## src/rtl/game2048_pkg.sv

```systemverilog
// Shared definitions for the 2048 game: one-hot direction codes and the input FSM states.
package game2048_pkg;

    localparam int unsigned DIR_W = 4;

    localparam logic [DIR_W-1:0] DIR_UP    = 4'b1000;
    localparam logic [DIR_W-1:0] DIR_DOWN  = 4'b0100;
    localparam logic [DIR_W-1:0] DIR_LEFT  = 4'b0010;
    localparam logic [DIR_W-1:0] DIR_RIGHT = 4'b0001;

    typedef enum logic [1:0] {
        IDLE,
        PRESENT,
        RELEASE
    } dir_state_e;

    // Highest-priority pressed key as a one-hot token: up > down > left > right.
    function automatic logic [DIR_W-1:0] pick_dir(input logic [DIR_W-1:0] keys);
        logic [DIR_W-1:0] res;
        res = '0;
        if (keys[3])      res = DIR_UP;
        else if (keys[2]) res = DIR_DOWN;
        else if (keys[1]) res = DIR_LEFT;
        else if (keys[0]) res = DIR_RIGHT;
        return res;
    endfunction

endpackage

```

## src/rtl/key_debounce.sv

```systemverilog
// Single-key 2-flop synchroniser plus debounce counter; key_db is the active-high pressed level.
module key_debounce #(
    parameter int unsigned DEBOUNCE_CYCLES = 250000
) (
    input  logic clock,
    input  logic resetn,
    input  logic key_n,
    output logic key_db
);

    localparam int unsigned CNT_W = $clog2(DEBOUNCE_CYCLES + 1);
    localparam logic [CNT_W-1:0] CNT_LAST = CNT_W'(DEBOUNCE_CYCLES - 1);

    logic [1:0]       sync_q, sync_d;
    logic             db_q, db_d;
    logic [CNT_W-1:0] cnt_q, cnt_d;
    logic             pressed;

    always_comb begin
        sync_d  = {sync_q[0], key_n};
        db_d    = db_q;
        cnt_d   = cnt_q;
        pressed = ~sync_q[1];
        // Toggle only after DEBOUNCE_CYCLES consecutive differing samples.
        if (pressed == db_q) begin
            cnt_d = '0;
        end else if (cnt_q == CNT_LAST) begin
            db_d  = ~db_q;
            cnt_d = '0;
        end else begin
            cnt_d = cnt_q + CNT_W'(1);
        end
    end

    always_ff @(posedge clock or negedge resetn) begin
        if (!resetn) begin
            sync_q <= 2'b11;
            db_q   <= 1'b0;
            cnt_q  <= '0;
        end else begin
            sync_q <= sync_d;
            db_q   <= db_d;
            cnt_q  <= cnt_d;
        end
    end

    assign key_db = db_q;

endmodule

```

## src/rtl/direction_input.sv

```systemverilog
// Debounced key-press to one-hot direction token on a valid/ready handshake.
// Optional auto-repeat while the key is held: define AUTO_REPEAT_EN.
module direction_input
    import game2048_pkg::*;
#(
    parameter int unsigned DEBOUNCE_CYCLES = 250000,
    parameter int unsigned REPEAT_CYCLES   = 25000000
) (
    input  logic             clock,
    input  logic             resetn,
    input  logic [DIR_W-1:0] key_n,
    input  logic             dir_ready,
    output logic             dir_valid,
    output logic [DIR_W-1:0] dir,
    output logic [DIR_W-1:0] keys_db
);

    if (DEBOUNCE_CYCLES < 1 || REPEAT_CYCLES < 1) begin : g_bad_param
        $error("direction_input: DEBOUNCE_CYCLES and REPEAT_CYCLES must be >= 1");
    end

    for (genvar g = 0; g < int'(DIR_W); g++) begin : g_key
        key_debounce #(
            .DEBOUNCE_CYCLES(DEBOUNCE_CYCLES)
        ) u_key_debounce (
            .clock (clock),
            .resetn(resetn),
            .key_n (key_n[g]),
            .key_db(keys_db[g])
        );
    end

    dir_state_e       state_q, state_d;
    logic             valid_q, valid_d;
    logic [DIR_W-1:0] dir_q, dir_d;

`ifdef AUTO_REPEAT_EN
    localparam int unsigned HOLD_W = $clog2(REPEAT_CYCLES + 1);
    localparam logic [HOLD_W-1:0] HOLD_LAST = HOLD_W'(REPEAT_CYCLES - 1);

    logic [DIR_W-1:0]  last_q, last_d;
    logic [HOLD_W-1:0] hold_q, hold_d;
    logic              held;

    assign held = |(keys_db & last_q);
`endif

    always_comb begin
        state_d = state_q;
        valid_d = valid_q;
        dir_d   = dir_q;
`ifdef AUTO_REPEAT_EN
        last_d  = last_q;
        hold_d  = hold_q;
        // Hold time counts from the start of the offer, so repeats are REPEAT_CYCLES apart.
        if (state_q != IDLE) begin
            if (!held)                   hold_d = '0;
            else if (hold_q != HOLD_LAST) hold_d = hold_q + HOLD_W'(1);
        end
`endif
        unique case (state_q)
            IDLE: begin
                if (keys_db != '0) begin
                    valid_d = 1'b1;
                    dir_d   = pick_dir(keys_db);
                    state_d = PRESENT;
`ifdef AUTO_REPEAT_EN
                    last_d  = pick_dir(keys_db);
                    hold_d  = '0;
`endif
                end
            end
            PRESENT: begin
                if (dir_ready) begin
                    valid_d = 1'b0;
                    dir_d   = '0;
                    state_d = RELEASE;
                end
            end
            RELEASE: begin
`ifdef AUTO_REPEAT_EN
                if (held && hold_q == HOLD_LAST) begin
                    valid_d = 1'b1;
                    dir_d   = last_q;
                    hold_d  = '0;
                    state_d = PRESENT;
                end else if (keys_db == '0) begin
                    state_d = IDLE;
                end
`else
                if (keys_db == '0) begin
                    state_d = IDLE;
                end
`endif
            end
            default: begin
                state_d = IDLE;
                valid_d = 1'b0;
                dir_d   = '0;
            end
        endcase
    end

    always_ff @(posedge clock or negedge resetn) begin
        if (!resetn) begin
            state_q <= IDLE;
            valid_q <= 1'b0;
            dir_q   <= '0;
`ifdef AUTO_REPEAT_EN
            last_q  <= '0;
            hold_q  <= '0;
`endif
        end else begin
            state_q <= state_d;
            valid_q <= valid_d;
            dir_q   <= dir_d;
`ifdef AUTO_REPEAT_EN
            last_q  <= last_d;
            hold_q  <= hold_d;
`endif
        end
    end

    assign dir_valid = valid_q;
    assign dir       = dir_q;

endmodule

```

## config.mk

```make
export PLATFORM = sky130hd
export DESIGN_NAME = direction_input
export DESIGN_NICKNAME = d
export VERILOG_FILES = /design/src/rtl/game2048_pkg.sv /design/src/rtl/key_debounce.sv /design/src/rtl/direction_input.sv
export SDC_FILE = /design/constraint.sdc
export NUM_CORES = 1
export LEC_CHECK = 0
export ABC_CLOCK_PERIOD_IN_PS = 5800
export CELL_PAD_IN_SITES_DETAIL_PLACEMENT = 1
export CELL_PAD_IN_SITES_GLOBAL_PLACEMENT = 1
export CORE_MARGIN = 1
export CORE_UTILIZATION = 52
export DETAILED_ROUTE_END_ITERATION = 12
export PLACE_DENSITY = 0.82
export SLEW_MARGIN = 20
export SYNTH_ARGS = -nofsm -noshare
export SYNTH_HDL_FRONTEND = slang
export SYNTH_HIERARCHICAL = 1
export SYNTH_SLANG_ARGS = --single-unit
export TNS_END_PERCENT = 100
```

## constraint.sdc

```tcl
create_clock -name clock -period 5.8 [get_ports clock]
set_clock_uncertainty 0.1 [all_clocks]
set_input_delay 0.87 -clock clock [delete_from_list [all_inputs] [get_ports clock]]
set_output_delay 0.87 -clock clock [all_outputs]
set_load 0.01 [all_outputs]
```

# ---- Word-level counts from Yosys, hierarchy flattened
# Cells that the tools add are included.
# Widths: inputs -> output; s select.
dict set report totals {
  reg_bits 91
  latchBits 0
  mem_bits_rw 0
  romBits 0
  in_bits 7
  output_inout_bits 9
  elab_cells 76
  memories 0
}
dict set report op_classes {
  addsub 4
  n_mul 0
  div 0
  order_cmp 0
  n_eq_ne 13
  shift 0
  n_mux 22
  bitwise_logic 13
  reduce_logical 9
}
# operator count
set ops {}
lappend ops {{$mux 18} 8}
lappend ops {{$add 18x1->18 const B} 4}
lappend ops {{$eq 18x18->1 const B} 4}
lappend ops {{$not 1->1} 13}
lappend ops {{$mux 4} 3}
lappend ops {{$pmux 4 s3} 1}
lappend ops {{$mux 2} 4}
lappend ops {{$reduce_and 2->1} 4}
lappend ops {{$ne 2x2->1 const B} 3}
lappend ops {{$pmux 2 s3} 1}
lappend ops {{$reduce_and 3->1} 2}
lappend ops {{$eq 1x1->1} 4}
lappend ops {{$logic_not 4->1} 1}
lappend ops {{$reduce_bool 4->1} 1}
lappend ops {{$mux 1} 3}
lappend ops {{$mux 3} 1}
lappend ops {{$pmux 1 s3} 1}
lappend ops {{$eq 2x1->1 const B} 1}
lappend ops {{$eq 2x2->1 const B} 1}
lappend ops {{$logic_not 2->1} 1}

# ---- Depth between registers and ports, before layout
# Gate-level depths: netlist of the first run.
dict set report depth {
  depth_word 6
  ltp_mapped 5
}

# ---- Cells and area by module
# The synthesis of the first run kept the hierarchy.
# mod instances cells_per_inst area_per_inst_um2 seq_area_each_um2
set modules_own_cells {}
lappend modules_own_cells {key_debounce 4 100 1034.7 528.0}
lappend modules_own_cells {direction_input 1 32 342.8 175.2}

# ---- Worst setup path after synthesis of the first run
# Ideal clock, no wire load.
dict set report synth_path {
  path_type {register to register}
  start {register g_key[0].u_key_debounce.cnt_q[0]}
  end {register g_key[0].u_key_debounce.cnt_q[10]}
  setup_ns 0.119
  arrival_ns 1.693
  required_ns 5.581
  slack_ns 3.888
  stages_incl_launch_ff 6
  path_buffers 1
  period_less_slack_ns 1.912
  cell_sequence {dfrtp_1 > ha_1 > nand4_1 > o41ai_4 > buf_6 > nor2_1}
}
dict set report synth_via {
  elab_chain_cells 3
  word_cells_on_any_way 4
}
# item line
set synth_rtl {}
lappend synth_rtl {{start, declared} key_debounce.sv:16} ;# logic [CNT_W-1:0] cnt_q, cnt_d;
lappend synth_rtl {{start signal, assigned} key_debounce.sv:43} ;# cnt_q <= cnt_d;
lappend synth_rtl {{$add 18x1->18 / $eq 18x18->1 (equally long branches)} {key_debounce.sv:31, key_debounce.sv:27}}
lappend synth_rtl {{$mux 18 (*)} key_debounce.sv:27} ;# end else if (cnt_q == CNT_LAST) begin
lappend synth_rtl {{$mux 18 (*)} key_debounce.sv:25} ;# if (pressed == db_q) begin
lappend synth_rtl {{net g_key[0].u_key_debounce.cnt_d[10]} key_debounce.sv:16}
# The timed path passes the listed nets; every way through them passes the cells marked *.
# A chain may end at the register's enable or synchronous reset.

# ---- Final worst setup path of the first run
dict set report layout_path {
  start {register g_key[3].u_key_debounce.db_q}
  end {output keys_db[3]}
}
# item line
set layout_rtl {}
lappend layout_rtl {{start, declared} key_debounce.sv:15} ;# logic db_q, db_d;
lappend layout_rtl {{start signal, assigned} key_debounce.sv:38} ;# db_q <= 1'b0;
lappend layout_rtl {{start signal, assigned} key_debounce.sv:42} ;# db_q <= db_d;
lappend layout_rtl {{end, declared} direction_input.sv:15} ;# output logic [DIR_W-1:0] keys_db
# No word-level cell between the ends.

==> results of run 1 <==
## cell families (layout without fill, tap and decap cells)
kind of cell               Yosys count  after routing  share of synthesized area [%]
AOI/OAI and AO/OA                   31             31                           6.50
DFF                                 91             91                           51.0
xor gates and xnor gates            60             60                           11.7
and+or+nand+nor                    218            218                           26.0
muxes                                4              4                          0.893
adders and majority gates            4              4                           1.12
buffers and inverters               24             45                           2.71
## worst register-to-register path: cells and delay by family (launching register included)
kind | cells | cell delay (ns)
compound gates | 1 | 1.05
simple gates | 2 | 0.51
flops | 1 | 0.42
fa+ha+maj | 1 | 0.24
## final cells by class
type	count	share of cell area [%]
flip-flops and latches	91	46.7
multi-input cells	317	42.3
repair buffers	16	3.17
clock buffers	11	3.09
well taps	105	2.68
inverters	14	1.07
clock inverters	4	1.02
## layer usage
layer  up-vias  wire (microns)
li1       1562               -
met1      1634            4330
met2        42            4670
met3        14             211
met4         0             178
met5         -               0
## through the flow
step	hold WS (ns)	setup WS (ns)	instance area [sq um]	utilization, %
after floorplan	0.245	3.89	4480	-
after global placement	0.245	3.41	4700	56.9
after detailed placement	0.248	3.30	4700	56.9
after CTS	0.256	3.26	4900	59.3
after global routing	0.260	3.12	4900	59.3
final	0.258	3.32	4900	59.3
## registers in the layout, summed over array words and instances (netlist names)
signal	cells
state_q	2
dir_valid	1
g_key.u_key_debounce/sync_q	8
g_key.u_key_debounce/cnt_q	72
dir	4
g_key.u_key_debounce/key_db	4
## power by group through the flow
stage,clock (mW),combinational (mW),sequential [mW]
3_3_place_gp,0,0.0428,0.667
6_report,0.440,0.0423,0.656
2_1_floorplan,0,0.0238,0.666
3_5_place_dp,0,0.0444,0.668
5_1_grt,0.481,0.0497,0.658
4_1_cts,0.458,0.0446,0.656
## final timing paths
check | cells after the start | slack, ns | end
min in group asynchronous | 1 | 0.38 | g_key[2].u_key_debounce/cnt_q[17]
setup / recovery | 1 | 3.32 | keys_db[3]
hold / removal | 0 | 0.26 | g_key[2].u_key_debounce/sync_q[1]
max in group asynchronous | 2 | 4.20 | dir[1]
hold reg to reg | 0 | 0.26 | g_key[2].u_key_debounce/sync_q[1]
setup reg to reg | 4 | 3.33 | g_key[2].u_key_debounce/cnt_q[3]
## cells in the mapped netlist (8+ instances only)
master	count
dfrtp_1	83
nor2_1	75
nand3_1	24
nor4_1	29
xor2_1	16
nand4_1	20
inv_1	14
dfstp_2	8
o21ai_0	11
nand2_1	24
nor3_1	9
xnor2_1	44
==> reports/results.tsv, run 1 <==
stage	metric	value	unit
die	core area	8260	sq um
synth	library cells used by synthesis	37	
clocking	Post-CTS Resized	0	
synth	Async S/R FF share, synth	100	%
finish	commonest non-fill, non-tap cell in the layout	dfrtp_1	
routing	Vias	3252	
setup_path	Cell Chain, Critical Path	clkdlybuf4s50_1	
synth	Synth top area share	46.3	%
synth	Post-Syn Instances	432	
clocking	clk buf depth	2	
routing	routed length per instance	16.8	microns
setup_path	CP arrival	1.51	ns
global_routing	antenna violations before repair	0	
timing	Tcrit/Tclk final	42.7	%
die	Die ar.	8990	sq um
clocking	hold_buf cts	0	
clocking	clock sinks	91	
finish	Storage cell area	2290	sq um
finish	Cell Count, Final, Fillers Out	558	
synth	synthesized net count	443	
synth	Post-synth top flop	dfrtp_1	
synth	Cell Area, Synth	4480	sq um
timing	Slew Viols, Final	0	
clocking	H-tree depth	3	
clocking	setup bufs post-CTS	0	
power_and_ir_drop	power density over the cells	232	nW/um^2
timing	Worst Tran Pin Value	1.00	ns
routing	DRT Pass-1 Iters	4	
power_and_ir_drop	register share of total power	57.6	%
power_and_ir_drop	P_int	879	uW
power_and_ir_drop	worst vdd ir	0.140	mV
setup_path	Slowest-stage cell, CP	clkdlybuf4s50_1	
clocking	CTS Buf Count	9	
timing	Final min period	2.48	ns
power_and_ir_drop	Combinational Power Share	3.7	%
setup_path	slowest stage delay, CP	0.61	ns
finish	area occupied by multi-input gates	2070	sq um
placement	placed cells	543	
global_routing	GRT Max-Usage Layer	met2	
die	die height	94.8	microns
timing	fmax	404	MHz
global_routing	met3 global-route usage	4.59	%
global_routing	vias in the first global route	3333	
global_routing	Overflow after GRT	0	
setup_path	Worst setup SP type	register	
setup_path	maximum fanout along the worst path	7	
setup_path	crit-path leading delay family	buffers and inverters	
timing	Slew HR	33.0	%
finish	most frequent cells in the layout	dfrtp_1 (83), nor2_1 (75), xnor2_1 (44), nor4_1 (29)	
power_and_ir_drop	total chip power	1.14	mW
finish	n_diodes	0	
global_routing	largest net degree at the start of global routing	48	
run	max-cap viol count	0	
die	Die W	94.8	microns
synth	#FFs+latches synth	91	
power_and_ir_drop	switching power	259	uW
setup_path	Worst EP required	4.83	ns
die	Rows	33	
placement	HPWL after DPL	6.47	mm
clocking	clock slew at reported path FFs	0.08	ns
clocking	TritonCTS clock tree	done	
finish	fin nets	460	
min_path	Worst Hold Launch	g_key[2].u_key_debounce/sync_q[0]	
power_and_ir_drop	clock network fraction of total power	38.6	%
global_routing	Total GRT Usage	23.8	%
status	status	finished, final reports clean	
placement	Buffers on Ports	15	
timing	endpoints failing setup	0	
synth	post-synth top area cell	dfrtp_1	
clocking	Root Driver	clkbuf_8	
finish	fillers	921	
global_routing	first-pass GRT wire length	16.5	mm
die	Initial Utilization	54.3	%
finish	Layout area overhead	9.35	%
min_path	worst hold path class	reg2reg	
setup_path	crit end category	output pin	
routing	Remaining DRCs	0	
routing	Antenna Violating Nets Remaining	0	
setup_path	r2r startpoint	g_key[2].u_key_debounce/cnt_q[0]	
global_routing	GR Util met1	31.6	%
timing	RSZ-0062 raised after global routing	false	
routing	Total Wirelength	9.39	mm
synth	syn_area_per_cell	10.4	sq um
setup_path	WS Path Type	reg2out	
finish	share of post-route cells with drive strength above 1	11.9	%
global_routing	grt met2 use	38.9	%
routing	Initial DRC Count	87	
placement	RePlAce Congestion	0.765	
power_and_ir_drop	Pleak	1.95	nW
clocking	later-pin clock latency in the skew report	0.36	ns
synth	Yosys warning count	6	
synth	Post-synth EDFFs	0	
routing	Via density	5.83	
setup_path	CP startpoint	g_key[3].u_key_debounce/key_db	
timing	Final TNS setup	0	ns
setup_path	worst path buffer plus inverter count	1	
die	# IOs	16	
timing	final hold vios	0	
power_and_ir_drop	Switching Fraction	22.8	%
synth	Area contributors post-synth	dfrtp_1 (46%), xnor2_1 (8.6%), nor2_1 (6.3%)	
synth	Seq/Total Area, Yosys	51.0	%
Power figures use the tool's default switching activity.
==> run 2: changes to the inputs <==
Settings changed: ABC_CLOCK_PERIOD_IN_PS 5800 to 2200, CORE_UTILIZATION 52 to 44, PLACE_DENSITY 0.82 to 0.74.
Clock period 5.8 ns to 2.2 ns, I/O delays scaled along.
==> run 2 against run 1 <==
  * Total power increased to 2.6 times the previous value
  * Non-clock buffer count increased by 22
  * Critical path depth increased by 4
  * Via count increased by 2.2%
  * First-iteration DRC count decreased by 23%
  * Critical endpoint is now g_key[1].u_key_debounce/cnt_q[7]
==> reports/results.tsv, run 2 (synthesis gave the netlist of run 1 again) <==
stage	metric	value	unit	change
status	status	finished, final reports clean		
setup_path	Worst EP required	2.37	ns	-2.46 ns
placement	Buffers on Ports	15		unchanged
finish	Largest register FFs	72		unchanged
setup_path	crit end category	register		
clocking	setup bufs post-CTS	0		unchanged
routing	Vias	3323		+2.2%
setup_path	CP arrival	2.16	ns	+0.65 ns
finish	largest register by flop count	g_key.u_key_debounce/cnt_q		
timing	Slew HR	63.4	%	+30 points
setup_path	Slowest-stage cell, CP	o41ai_4		
clocking	clock sinks	91		unchanged
timing	Worst Tran Pin Value	0.544	ns	-0.458 ns
timing	Hold Slack	0.249	ns	-0.00915 ns
run	max-cap viol count	0		unchanged
routing	Remaining DRCs	0		unchanged
global_routing	largest net degree at the start of global routing	37		-23%
routing	Antenna Violating Nets Remaining	0		unchanged
die	Die W	103	microns	+8.5%
finish	share of post-route cells with drive strength above 1	15.8	%	+3.8 points
routing	Initial DRC Count	67		-23%
finish	most frequent cells in the layout	dfrtp_1 (83), nor2_1 (75), xnor2_1 (44), nor4_1 (29)		
timing	Slew Viols, Final	0		unchanged
setup_path	Cell Chain, Critical Path	ha_1, nand4_1, o41ai_4, buf_4, a21oi_1		
finish	fillers	1111		+21%
finish	end-of-flow core utilization	52.0	%	-7.3 points
finish	area occupied by multi-input gates	2070	sq um	unchanged
routing	Total Wirelength	9.93	mm	+5.7%
finish	n_diodes	0		unchanged
setup_path	Worst setup SP type	register		
min_path	Worst Hold Depth	1		+1
timing	fmax	501	MHz	
setup_path	maximum fanout along the worst path	9		+2
die	core area	9820	sq um	+19%
timing	final hold vios	0		unchanged
clocking	clock slew at reported path FFs	0.09	ns	about the same
routing	routed length per instance	16.3	microns	-3.1%
clocking	H-tree depth	3		unchanged
clocking	CTS Buf Count	9		unchanged
routing	Via density	5.46		-6.4%
routing	DRT Pass-1 Iters	4		unchanged
finish	fin nets	482		+4.8%
timing	Final min period	2.00	ns	
global_routing	antenna violations before repair	0		unchanged
power_and_ir_drop	Pleak	2.04	nW	+4.7%
finish	largest registers	g_key.u_key_debounce/cnt_q (72), g_key.u_key_debounce/sync_q (8)		
timing	Final TNS setup	0	ns	unchanged
clocking	Root Driver	clkbuf_8		
die	Initial Utilization	45.6	%	-8.6 points
finish	Layout area overhead	14.0	%	
die	# IOs	16		unchanged
setup_path	WS Path Type	reg2reg		
global_routing	Overflow after GRT	0		unchanged
min_path	worst hold path class	in2reg		
global_routing	first-pass GRT wire length	17.1	mm	+3.6%
die	Rows	36		+9.1%
setup_path	R2R cell count	5		+1
placement	RePlAce Congestion	0.842		+10%
power_and_ir_drop	power density over the cells	570	nW/um^2	+150%
die	die height	103	microns	+8.5%
setup_path	slowest stage delay, CP	0.48	ns	-0.13 ns
power_and_ir_drop	worst vdd ir	0.484	mV	+250%
clocking	TritonCTS clock tree	done		
timing	RSZ-0062 raised after global routing	false		
timing	Tcrit/Tclk final	90.8	%	
die	Die ar.	10600	sq um	+18%
timing	endpoints failing setup	0		unchanged
clocking	clk buf depth	2		unchanged
clocking	later-pin clock latency in the skew report	0.38	ns	+0.02 ns
global_routing	Total GRT Usage	21.5	%	-2.3 points
finish	commonest non-fill, non-tap cell in the layout	dfrtp_1		
finish	Storage cell area	2290	sq um	unchanged
placement	HPWL after DPL	7.13	mm	+10%
global_routing	vias in the first global route	3446		+3.4%
==> run 2: cell types whose count changed in the layout (fill, tap and decap cells not counted) <==
cell / change
bufinv_16: -1
clkinvlp_4: +2
clkbuf_1: +1
buf_4: +19
clkinv_2: -1
clkbuf_8: -1
buf_12: +2
dlygate4sd3_1: +1
clkinv_4: +1
==> run 2: path summary, 6_finish.rpt <==
check / from / end / slack (ns)
worst max-delay path: g_key[1].u_key_debounce/cnt_q[0] / g_key[1].u_key_debounce/cnt_q[7] / 0.20
worst min-delay path: key_n[3] / g_key[3].u_key_debounce/sync_q[0] / 0.25
worst max register to register: g_key[1].u_key_debounce/cnt_q[0] / g_key[1].u_key_debounce/cnt_q[7] / 0.20
worst min register to register: g_key[0].u_key_debounce/sync_q[0] / g_key[0].u_key_debounce/sync_q[1] / 0.26
max in group asynchronous: resetn / g_key[0].u_key_debounce/sync_q[0] / 1.14
min in group asynchronous: resetn / g_key[3].u_key_debounce/cnt_q[1] / 0.29
==> run 2: repair_timing <==
action                                 CTS  global route
endpoints found under the hold margin   20             0
hold buffers                             1             0
resized for setup                        0             0
==> run 2: power by group <==
group	switching (mW)	total (mW)	internal (mW)	leakage, nW
Combinational	0.0803	0.133	0.0528	0.725
Clock	0.605	1.05	0.443	0.0778
Sequential	0.0272	1.73	1.70	1.23
==> run 2: metrics by stage <==
step	area, sq um	cells	worst slack [ns]	power [mW]
finish	5110	609	0.203	2.91
global route	5110	609	0.0436	3.05
floorplan	4480	432	0.288	1.82
global placement	4920	592	0.256	1.89
CTS	5110	609	0.178	2.98
detailed placement	4920	592	0.198	1.90
==> run 2: critical path, delay by kind of cell (launching register included) <==
family	cells	cell delay [ns]
compound gates	2	0.53
fa+ha+maj	1	0.23
buf+inv	1	0.23
flops	1	0.41
simple gates	1	0.38
==> run 2: final cells by class <==
class / count / area share [%]
Timing Repair Buffer: 38 / 6.81
Sequential cell: 91 / 44.8
Clock buffer: 11 / 2.77
Inverter: 14 / 1.03
Tap cell: 133 / 3.26
Multi-Input combinational cell: 317 / 40.6
Clock inverter: 5 / 0.759
==> run 2: layer usage <==
metal	GRT usage, %	share of wire (%)
met1	28.5	48
met3	7.25	3.2
met4	6.39	1.6
met2	33.3	48
met5	0	0
==> run 3: changes to the inputs <==
==> constraint.sdc (replaced) <==
create_clock -name clock -period 2.2 [get_ports clock]
set_clock_uncertainty 0.1 [all_clocks]
set_input_delay 0.66 -clock clock [delete_from_list [all_inputs] [get_ports clock]]
set_output_delay 0.66 -clock clock [all_outputs]
set_load 0.01 [all_outputs]
==> run 3 against run 2 <==
  * Via count is essentially flat
  * Sequential cell count did not move
  * Critical path type is now reg2out
  * Hold slack lost 0.17 ns
  * Global-route usage decreased by 0.73 points
  * Final area rose by 1.1%
  * Largest cell class unchanged
  * Die area unchanged
==> reports/results.tsv, run 3 (synthesis gave the netlist of run 1 again) <==
stage	metric	value	unit	change
status	status	finished, final reports clean		
routing	Vias	3326		+0.090%
finish	fillers	1129		+1.6%
global_routing	GRT Max-Usage Layer	met2		
global_routing	largest net degree at the start of global routing	43		+16%
global_routing	GR Util met1	26.8	%	-1.7 points
routing	routed length per instance	16.2	microns	-0.83%
clocking	clk buf depth	2		unchanged
global_routing	met3 global-route usage	3.66	%	-3.6 points
setup_path	slowest stage delay, CP	0.57	ns	+0.09 ns
routing	Initial DRC Count	68		+1.5%
clocking	clock sinks	91		unchanged
clocking	Post-CTS Resized	1		+1
timing	Slew HR	69.0	%	+5.5 points
global_routing	vias in the first global route	3455		+0.26%
power_and_ir_drop	worst vdd ir	0.338	mV	-30%
finish	n_diodes	0		unchanged
clocking	Root Driver	clkbuf_8		
clocking	H-tree depth	3		unchanged
finish	largest registers	g_key.u_key_debounce/cnt_q (72), g_key.u_key_debounce/sync_q (8)		
finish	Storage cell area	2290	sq um	about the same
power_and_ir_drop	power density over the cells	591	nW/um^2	+3.7%
timing	endpoints failing setup	0		unchanged
clocking	TritonCTS clock tree	done		
setup_path	WS Path Type	reg2out		
placement	Buffers on Ports	15		unchanged
global_routing	grt met2 use	35.0	%	+1.6 points
setup_path	crit-path leading delay family	buffers and inverters		
timing	Tcrit/Tclk final	96.7	%	+5.9 points
finish	most frequent cells in the layout	dfrtp_1 (82), nor2_1 (75), xnor2_1 (44), nor4_1 (29), buf_4 (28)		
finish	largest register by flop count	g_key.u_key_debounce/cnt_q		
finish	end-of-flow core utilization	52.6	%	+0.57 points
setup_path	Worst EP required	1.44	ns	-0.93 ns
setup_path	maximum fanout along the worst path	7		-2
die	# IOs	16		unchanged
placement	RePlAce Congestion	0.749		-11%
setup_path	Slowest-stage cell, CP	clkdlybuf4s50_1		
setup_path	crit end category	output pin		
global_routing	antenna violations before repair	0		unchanged
setup_path	Cell Chain, Critical Path	clkdlybuf4s50_1		
finish	share of post-route cells with drive strength above 1	17.3	%	+1.5 points
timing	Worst Tran Pin Value	0.461	ns	-0.0825 ns
routing	Total Wirelength	9.93	mm	about the same
timing	Final TNS setup	0	ns	unchanged
timing	RSZ-0062 raised after global routing	false		
global_routing	Overflow after GRT	0		unchanged
die	die height	103	microns	unchanged
finish	Largest register FFs	72		unchanged
global_routing	first-pass GRT wire length	16.8	mm	-1.7%
die	Die W	103	microns	unchanged
clocking	CTS Buf Count	9		unchanged
die	core area	9820	sq um	unchanged
placement	HPWL after DPL	7.02	mm	-1.5%
min_path	worst hold path class	in2async		
clocking	later-pin clock latency in the skew report	0.35	ns	-0.03 ns
timing	Slew Viols, Final	0		unchanged
finish	commonest non-fill, non-tap cell in the layout	dfrtp_1		
clocking	setup bufs post-CTS	0		unchanged
routing	Antenna Violating Nets Remaining	0		unchanged
die	Rows	36		unchanged
finish	Layout area overhead	15.2	%	
routing	Via density	5.42		-0.72%
setup_path	Worst setup SP type	register		
setup_path	Critical Path Stages	1		-4
setup_path	CP arrival	1.37	ns	-0.79 ns
routing	DRT Pass-1 Iters	4		unchanged
finish	fin nets	487		+1.0%
setup_path	worst path buffer plus inverter count	1		unchanged
die	Die ar.	10600	sq um	unchanged
run	max-cap viol count	0		unchanged
setup_path	R2R cell count	5		unchanged
power_and_ir_drop	Pleak	2.09	nW	+2.4%
global_routing	Total GRT Usage	20.7	%	-0.73 points
timing	fmax	470	MHz	-6.1%
timing	final hold vios	0		unchanged
clocking	clock slew at reported path FFs	0.09	ns	about the same
clocking	hold_buf cts	0		-1
die	Initial Utilization	45.6	%	unchanged
finish	area occupied by multi-input gates	2070	sq um	unchanged
routing	Remaining DRCs	0		unchanged
timing	Final min period	2.13	ns	+0.130 ns
## run 3: area by class of cell
type | count | area share (%)
sequential | 91 | 44.3
inverter | 14 | 1.02
timing repair buffer | 43 | 7.17
multi-input combinational | 317 | 40.2
tap | 133 | 3.22
clock inverter | 4 | 0.921
clock buffer | 12 | 3.20
## run 3: final timing paths
kind / from / to / slack (ns)
worst max-delay path: g_key[1].u_key_debounce/key_db / keys_db[1] / 0.07
min in group clock: g_key[0].u_key_debounce/sync_q[0] / g_key[0].u_key_debounce/sync_q[1] / 0.26
worst max register to register: g_key[3].u_key_debounce/cnt_q[0] / g_key[3].u_key_debounce/cnt_q[2] / 0.24
worst min register to register: g_key[0].u_key_debounce/sync_q[0] / g_key[0].u_key_debounce/sync_q[1] / 0.26
worst min-delay path: resetn / g_key[2].u_key_debounce/cnt_q[12] / 0.08
max in group asynchronous: resetn / g_key[3].u_key_debounce/sync_q[0] / 1.33
## run 3: layer usage
metal / up-vias / wire, microns
met5: - / 0
met4: 0 / 105
met3: 8 / 178
met2: 19 / 4960
met1: 1685 / 4680
li1: 1614 / -
## run 3: stage by stage
stage | cells | hold slack (ns) | setup slack [ns] | total power, mW | cell area, sq um
after floorplan | 432 | 0.245 | 0.288 | 1.82 | 4480
after global placement | 598 | 0.246 | 0.178 | 1.89 | 4950
after detailed placement | 598 | 0.248 | 0.183 | 1.90 | 4950
after CTS | 614 | 0.0685 | 0.0535 | 3.11 | 5160
after global routing | 614 | 0.0729 | 0.0125 | 3.18 | 5160
final | 614 | 0.0778 | 0.0736 | 3.05 | 5160
## run 3: power by group
part           total (mW)  internal (mW)  switching (mW)  leakage [nW]
sequential           1.73           1.70          0.0267          1.23
combinational       0.131         0.0513          0.0799         0.745
clock                1.19          0.615           0.577         0.108
